--- config.mk ---
export PLATFORM = sky130hd
export DESIGN_NAME = mux8_rr_sched_flat
export DESIGN_NICKNAME = d
export VERILOG_FILES = /design/src/rtl/mux8_rr_sched_if.sv /design/src/rtl/mux8_rr_sched.sv /design/src/flat_wrapper.sv
export SDC_FILE = /design/constraint.sdc
export NUM_CORES = 1
export LEC_CHECK = 0
export BUFFER_PORTS_ARGS = -buffer_cell sky130_fd_sc_hd__buf_2
export CAP_MARGIN = 25
export CORE_UTILIZATION = 28
export DETAILED_ROUTE_END_ITERATION = 12
export GPL_ROUTABILITY_DRIVEN = 0
export GPL_TIMING_DRIVEN = 0
export HOLD_SLACK_MARGIN = 0.08
export SETUP_SLACK_MARGIN = 0.15
export SLEW_MARGIN = 30
export SYNTH_ARGS = -nofsm -noshare
export SYNTH_HDL_FRONTEND = slang
export SYNTH_SLANG_ARGS = --single-unit
--- constraint.sdc ---
create_clock -name clk -period 4 [get_ports clk]
set_input_delay 0.8 -clock clk [delete_from_list [all_inputs] [get_ports clk]]
set_output_delay 0.8 -clock clk [all_outputs]
set_load 0.05 [all_outputs]
--- src/rtl/mux8_rr_sched_if.sv ---
// Scheduler-side bundle for the shared 8:1 mux: requests and mux output in,
// select, grant and tagged sample out.
interface mux8_rr_sched_if;
    logic [7:0] req;
    logic       y;
    logic [2:0] s;
    logic [7:0] gnt;
    logic       dout;
    logic       dvalid;
    logic [2:0] dtag;
    logic       busy;

    modport master (
        input  req, y,
        output s, gnt, dout, dvalid, dtag, busy
    );

    modport slave (
        output req, y,
        input  s, gnt, dout, dvalid, dtag, busy
    );
endinterface

--- src/rtl/mux8_rr_sched.sv ---
// Round-robin owner of the 8:1 mux select: grants a requester, waits SETTLE
// cycles for the mux path, then samples Y for up to MAX_BURST cycles.
module mux8_rr_sched #(
    parameter int unsigned SETTLE    = 1,
    parameter int unsigned MAX_BURST = 4
) (
    input logic            clk,
    input logic            rst_n,
    mux8_rr_sched_if.master bus
);
    localparam logic [3:0] SETTLE_V = 4'(SETTLE);
    localparam logic [3:0] BURST_V  = 4'(MAX_BURST);

    typedef enum logic [1:0] {ST_IDLE, ST_SETTLE, ST_SAMPLE} state_t;

    state_t     state;
    logic [2:0] ptr, w, s_q, dtag_q;
    logic [3:0] scnt, bcnt;
    logic [7:0] gnt_q;
    logic       dout_q, dvalid_q, busy_q;

    logic [2:0] base, idx, win;
    logic       any, release_now, arb_edge;

    // On a release edge PTR takes W in the same cycle, so search from W there.
    always_comb begin
        base = (state == ST_IDLE) ? ptr : w;
        any  = 1'b0;
        win  = base;
        idx  = base;
        for (int unsigned i = 1; i <= 8; i++) begin
            idx = 3'(base + 3'(i));
            if (!any && bus.req[idx]) begin
                any = 1'b1;
                win = idx;
            end
        end
    end

    always_comb begin
        release_now = 1'b0;
        case (state)
            ST_SETTLE: release_now = !bus.req[w];
            ST_SAMPLE: release_now = !bus.req[w] || (4'(bcnt + 4'd1) == BURST_V);
            default:   release_now = 1'b0;
        endcase
        arb_edge = (state == ST_IDLE) || release_now;
    end

    always_ff @(posedge clk or negedge rst_n) begin
        if (!rst_n) begin
            state    <= ST_IDLE;
            ptr      <= 3'd7;
            w        <= '0;
            s_q      <= '0;
            gnt_q    <= '0;
            scnt     <= '0;
            bcnt     <= '0;
            dout_q   <= 1'b0;
            dvalid_q <= 1'b0;
            dtag_q   <= '0;
            busy_q   <= 1'b0;
        end else begin
            dvalid_q <= 1'b0;

            if (state == ST_SAMPLE && bus.req[w]) begin
                dout_q   <= bus.y;
                dtag_q   <= w;
                dvalid_q <= 1'b1;
                bcnt     <= 4'(bcnt + 4'd1);
            end

            if (state == ST_SETTLE && bus.req[w]) begin
                if (scnt <= 4'd1) state <= ST_SAMPLE;
                else              scnt  <= 4'(scnt - 4'd1);
            end

            // A release and the next grant share one edge; later writes win.
            if (arb_edge) begin
                if (state != ST_IDLE) ptr <= w;
                if (any) begin
                    w      <= win;
                    s_q    <= win;
                    gnt_q  <= 8'(1) << win;
                    scnt   <= SETTLE_V;
                    bcnt   <= '0;
                    busy_q <= 1'b1;
                    state  <= (SETTLE_V == 4'd0) ? ST_SAMPLE : ST_SETTLE;
                end else begin
                    gnt_q  <= '0;
                    busy_q <= 1'b0;
                    state  <= ST_IDLE;
                end
            end
        end
    end

    assign bus.s      = s_q;
    assign bus.gnt    = gnt_q;
    assign bus.dout   = dout_q;
    assign bus.dvalid = dvalid_q;
    assign bus.dtag   = dtag_q;
    assign bus.busy   = busy_q;
endmodule

--- src/flat_wrapper.sv ---
// flat-port wrapper written by rule: the top's interface ports become plain ports
module mux8_rr_sched_flat 
#(
    parameter int unsigned SETTLE    = 1,
    parameter int unsigned MAX_BURST = 4
)
  (clk, rst_n, bus_req, bus_y, bus_s, bus_gnt, bus_dout, bus_dvalid, bus_dtag, bus_busy);
  mux8_rr_sched_if bus_i ();
  input logic clk;
  input logic rst_n;
  input wire logic [$bits(bus_i.req)-1:0] bus_req;
  input wire logic [$bits(bus_i.y)-1:0] bus_y;
  output wire logic [$bits(bus_i.s)-1:0] bus_s;
  output wire logic [$bits(bus_i.gnt)-1:0] bus_gnt;
  output wire logic [$bits(bus_i.dout)-1:0] bus_dout;
  output wire logic [$bits(bus_i.dvalid)-1:0] bus_dvalid;
  output wire logic [$bits(bus_i.dtag)-1:0] bus_dtag;
  output wire logic [$bits(bus_i.busy)-1:0] bus_busy;
  assign bus_i.req = bus_req;
  assign bus_i.y = bus_y;
  assign bus_s = bus_i.s;
  assign bus_gnt = bus_i.gnt;
  assign bus_dout = bus_i.dout;
  assign bus_dvalid = bus_i.dvalid;
  assign bus_dtag = bus_i.dtag;
  assign bus_busy = bus_i.busy;
  mux8_rr_sched #(.SETTLE(SETTLE), .MAX_BURST(MAX_BURST)) u_core (.clk(clk), .rst_n(rst_n), .bus(bus_i));
endmodule
# --- Word-level counts from Yosys, hierarchy flattened ---
# Index checks and enable logic that the tools add are counted.
# W data, S select, Z words.
classes:
  n_eq_ne: 3
  multipliers: 0
  n_reduce_logical: 26
  n_div: 0
  order_cmp: 10
  n_shift: 1
  n_bitwise: 0
  n_addsub: 9
  n_mux: 50
ops:
  columns: ["cell", "n"]
  rows:
  - ["$lt A3 B4 Y1 const B", 9]
  - ["$mux W4", 7]
  - ["$bmux W1 S3", 9]
  - ["$mux W3", 9]
  - ["$mux W1", 20]
  - ["$add A3 B3 Y3 const B", 4]
  - ["$logic_and A1 B1 Y1", 9]
  - ["$logic_not A1 Y1", 8]
  - ["$mux W8", 1]
  - ["$shl A1 B3 Y8 const A", 1]
  - ["$add A3 B2 Y3 const B", 2]
  - ["$mux W2", 3]
  - ["$reduce_and A2 Y1", 3]
  - ["$reduce_bool A2 Y1", 3]
  - ["$add A4 B1 Y4 const B", 1]
  - ["$eq A4 B3 Y1 const B", 1]
  - ["$le A4 B1 Y1 const B", 1]
  - ["$sub A4 B1 Y4 const B", 1]
  - ["$add A3 B1 Y3 const B", 1]
  - ["$eq A2 B1 Y1 const B", 1]
  - ["$eq A2 B2 Y1 const B", 1]
  - ["$logic_not A2 Y1", 1]
  - ["$logic_or A1 B1 Y1", 2]
  - ["$pmux W1 S2", 1]
word_totals:
  inputBits: 11
  output_inout_bits: 17
  n_memories: 0
  latch_bits: 0
  mem_bits_ro: 0
  wordCells: 109
  regBits: 30
  ram_bits: 0

# --- Longest topological paths before layout ---
logic_depth:
  ltp_word: 29
  ltp_mapped: 17

# --- Worst setup path after synthesis ---
# OpenSTA, ideal clock, no wires.
synth_path:
  kind: "flip-flop to flip-flop"
  startpoint: "reg u_core.state[0]"
  endpoint: "reg u_core.gnt_q[4], in the netlist u_core.bus.gnt[4]"
  required_time_ns: 3.890
  arrival_time_ns: 3.610
  synth_period_minus_slack_ns: 3.720
  setup_ns: 0.110
  n_path_buf: 2
  slack_ns: 0.280
  stages_incl_launch_ff: 16
  path_cell_list: "dfrtp_1 -> inv_1 -> ha_1 -> mux2i_1 -> inv_2 -> clkbuf_1 -> ha_1 -> buf_1 -> nor2_1 -> mux2i_1 -> mux2i_1 -> o21bai_2 -> nor4b_1 -> a41oi_1 -> inv_1 -> o41ai_1"
synth_between:
  elab_chain_len: 29
synth_lines:
  columns: ["element", "line_no", "rtl"]
  rows:
  - ["from (decl)", "mux8_rr_sched.sv:16", "state_t state;"]
  - ["from (signal assigned)", "mux8_rr_sched.sv:88", "state <= (SETTLE_V == 4'd0) ? ST_SAMPLE : ST_SETTLE;"]
  - ["$logic_not A2 Y1", "mux8_rr_sched.sv:27, mux8_rr_sched.sv:47", null]
  - ["$mux W3", "mux8_rr_sched.sv:27", "base = (state == ST_IDLE) ? ptr : w;"]
  - ["$add A3 B1 Y3", "mux8_rr_sched.sv:32", "idx = 3'(base + 3'(i));"]
  - ["$bmux W1 S3", "mux8_rr_sched.sv:33", "if (!any && bus.req[idx]) begin"]
  - ["$mux W1 (not written as such)", "mux8_rr_sched.sv:33", null]
  - ["$mux W1", "mux8_rr_sched.sv:33", null]
  - ["$logic_not A1 Y1", "mux8_rr_sched.sv:33", null]
  - ["$logic_and A1 B1 Y1", "mux8_rr_sched.sv:33", null]
  - ["(+13 left out)", null, null]
  - ["$logic_not A1 Y1", "mux8_rr_sched.sv:33", null]
  - ["$logic_and A1 B1 Y1", "mux8_rr_sched.sv:33", null]
  - ["$mux W1", "mux8_rr_sched.sv:33", null]
  - ["$logic_not A1 Y1", "mux8_rr_sched.sv:33", null]
  - ["$logic_and A1 B1 Y1", "mux8_rr_sched.sv:33", null]
  - ["$mux W3", "mux8_rr_sched.sv:33", null]
  - ["$shl A1 B3 Y8", "mux8_rr_sched.sv:84", "gnt_q <= 8'(1) << win;"]
  - ["$mux W8", "mux8_rr_sched.sv:81", "if (any) begin"]
  - ["to (signal assigned)", "mux8_rr_sched.sv:84", null]
  - ["to (decl)", "mux8_rr_sched.sv:19", "logic [7:0] gnt_q;"]
# Several ways; a longest one is shown, not always the timed one. The select of a mux whose other input is x is not followed.
# A chain may end at the register's enable or synchronous reset.

# --- Final worst setup path ---
layout_path:
  startpoint: "reg u_core.state[0]"
  endpoint: "reg u_core.gnt_q[3], in the netlist u_core.bus.gnt[3]"
# The elaborated chain is that of the path after synthesis.

==> impl_metrics.json <==
{
  "timing.rr.start": "u_core.state[0]",
  "drt_iter0_markers": 155,
  "worst_slack_ns": 0.3077,
  "ys_top_cells_by_count": "nand2_1, dfrtp_1, nor2_1, mux2i_1, a21oi_1",
  "hold_violations": 0,
  "diodes": 0,
  "max_freq_ghz": 0.2708,
  "max_stage_delay_ns": 0.56,
  "yosysMostFrequentCell": "nand2_1",
  "crit_arrival_ns": 3.89,
  "stdcell_area_um2": 2940,
  "final_antenna_net_count": 0,
  "critical-path-slowest-cell": "or4b_4",
  "die_h_um": 94.17,
  "grt_pass1_wl_um": 9218,
  "setup_viol": 0,
  "clk_latency_ns": 0.28,
  "grt_overflow": 0,
  "yosysTopAreaCell": "dfrtp_1",
  "wire_per_inst_um": 14.86,
  "worstHoldStart": "u_core.bus.dout",
  "initial_core_util_pct": 28.95,
  "drive_above_1_share_pct": 35.29,
  "place_hpwl_um": 4187,
  "path_clk_slew_ns": 0.07,
  "pre_cts_ws_ns": -0.4633,
  "max-clock-path-buffers": 2,
  "min_path_cells": 2,
  "ys.flop_type": "dfrtp_1",
  "cap_violations": 0,
  "ys_types": 61,
  "antenna_found_initial": 0,
  "syn_area_um2": 2379,
  "crit_required_ns": 4.20,
  "worstSetupPathType": "flip-flop to flip-flop",
  "finalClockSkew_ns": 0.007420,
  "numCtsBuffers": 5,
  "final_max_slew_viol_count": 0,
  "fin_crit_ns": 3.692,
  "drcViolationCount": 0,
  "worstSetupStartpointType": "flip-flop",
  "root_buffer": "clkbuf_8",
  "slew_headroom_pct": 54.72,
  "min_to": "u_core.bus.dout",
  "end_kind": "flip-flop",
  "first_pass_iters": 4,
  "tns_ns": 0,
  "synth-seq-area-share_pct": 31.72,
  "syn_area_per_cell_um2": 9.476,
  "synth_seq_cells": 30,
  "htree_num_levels": 2,
  "placementRows": 33,
  "r2r_slack_ns": 0.31,
  "status": "complete, no violations",
  "synth_edf_count": 0,
  "clock-sinks": 30,
  "worst_r2r_path_depth": 15,
  "nNetsFinal": 307,
  "cts_tree": "built",
  "syn_to_final_growth_pct": 23.62,
  "rsz0062_at_grt": "no",
  "cts_hold_buf": 0,
  "grt_max_degree": 31,
  "timing.rr.end": "u_core.bus.gnt[3]",
  "ys_top_cells_by_area": "dfrtp_1, nand2_1, mux2i_1, mux4_2, mux2_2",
  "dpl_cell_area_um2": 2640,
  "syn_inst": 251,
  "port_buffers": 26,
  "async_flop_share_pct": 100.0,
  "fin_crit_sh_pct": 92.31,
  "critPathMostFrequentCell": "mux2i_2",
  "yosysWarnings": 0,
  "worstPathCellList": "inv_2, buf_12, ha_4, mux2i_4, inv_4, ha_1, buf_2, nor2_1, mux2i_2, mux2i_2, a21oi_2, or4b_4, a221o_1, o21a_4, o31ai_2",
  "track_usage_pct": 13.35,
  "final_core_util_pct": 35.79,
  "grt_pass1_vias": 1967,
  "worst_pin_slew_ns": 0.6792,
  "dieWidth_um": 94.17,
  "wl_um": 5854,
  "io_pins": 28,
  "synth_top_area_share_pct": 28.41,
  "routed-via-count": 2092,
  "coreArea_um2": 8217,
  "vias_per_cell": 5.310,
  "dieArea_um2": 8867,
  "synth_fp_nets": 270,
  "path_max_fanout": 17,
  "hold_class": "flip-flop to flip-flop"
}
==> repair_timing <==
action                                  in CTS  in global routing
buffers inserted                             2                  3
gates resized for setup                      9                 26
gates cloned                                 0                  0
hold endpoints to repair                     0                  0
endpoints found under the setup margin      21                 18
==> cells by family after synthesis <==
| group | synth area share [%] |
|---|---|
| adders and majority gates | 4.208 |
| AOI/OAI and AO/OA | 17.62 |
| and+or+nand+nor | 18.36 |
| xor gates and xnor gates | 3.367 |
| muxes | 21.20 |
| buffers and inverters | 3.524 |
| DFF | 31.72 |
==> sequential cells by signal, summed over array words and instances, names as in the netlist <==
name and flops:
u_core.bus.dtag 3, u_core.bcnt 4, u_core.ptr 3, u_core.state 2, u_core.bus.busy 1, u_core.bus.dout 1, u_core.bus.dvalid 1, u_core.scnt 4
u_core.w 3, u_core.bus.gnt 8
==> stage by stage <==
stage | std cells | hold WS [ns]
after floorplan | 251 | 0.4952
after global placement | 382 | 0.4561
after detailed placement | 382 | 0.4620
after CTS | 391 | 0.4784
after global routing | 394 | 0.4937
final | 394 | 0.4718
==> layout make-up <==
| cell class | instances | area, um2 |
|---|---|---|
| Multi-Input combinational cell | 202 | 1677 |
| Inverter | 9 | 36.28 |
| Clock buffer | 8 | 110.1 |
| Timing Repair Buffer | 31 | 180.2 |
| Buffer | 9 | 51.30 |
| Tap cell | 105 | 131.4 |
| Fill cell | 810 | 5276 |
| Sequential cell | 30 | 754.5 |
==> critical path, delay by kind of cell (launching register included) <==
kind / cells / cell delay (ns)
compound gates: 4 / 0.81
buf+inv: 4 / 0.58
flops: 1 / 0.40
simple gates: 2 / 0.69
mux: 3 / 0.63
fa+ha+maj: 2 / 0.49
==> placed cells by master (no fill, tap or decap), drive strengths merged, types with 8 or more instances in the layout <==
cell type / count
nand2: 49
mux2: 9
nor2: 20
mux2i: 19
a21oi: 15
dfrtp: 27
clkbuf: 11
ha: 8
buf: 37
mux4: 8
inv: 8
==> per-layer routing <==
metal | track usage [%] | vias up | routed length [um]
met5 | 0 | - | 0
met1 | 16.90 | 1016 | 2541
li1 | - | 1003 | -
met3 | 2.589 | 13 | 287
met2 | 21.86 | 60 | 2900
met4 | 5.897 | 0 | 125
==> worst max path at each step <==
stage,to,startpoint,depth (start not counted)
2_1_floorplan,u_core.bus.gnt[4],u_core.state[0],15
3_3_place_gp,u_core.bus.gnt[4],u_core.state[0],15
3_5_place_dp,u_core.bus.gnt[4],u_core.state[0],15
4_1_cts,u_core.bus.gnt[3],u_core.state[0],16
5_1_grt,u_core.bus.gnt[2],u_core.state[0],15
6_report,u_core.bus.gnt[3],u_core.state[0],15
Power is not shown: default switching activity piles up to over one toggle a cycle in this logic, so the estimate is an artifact.
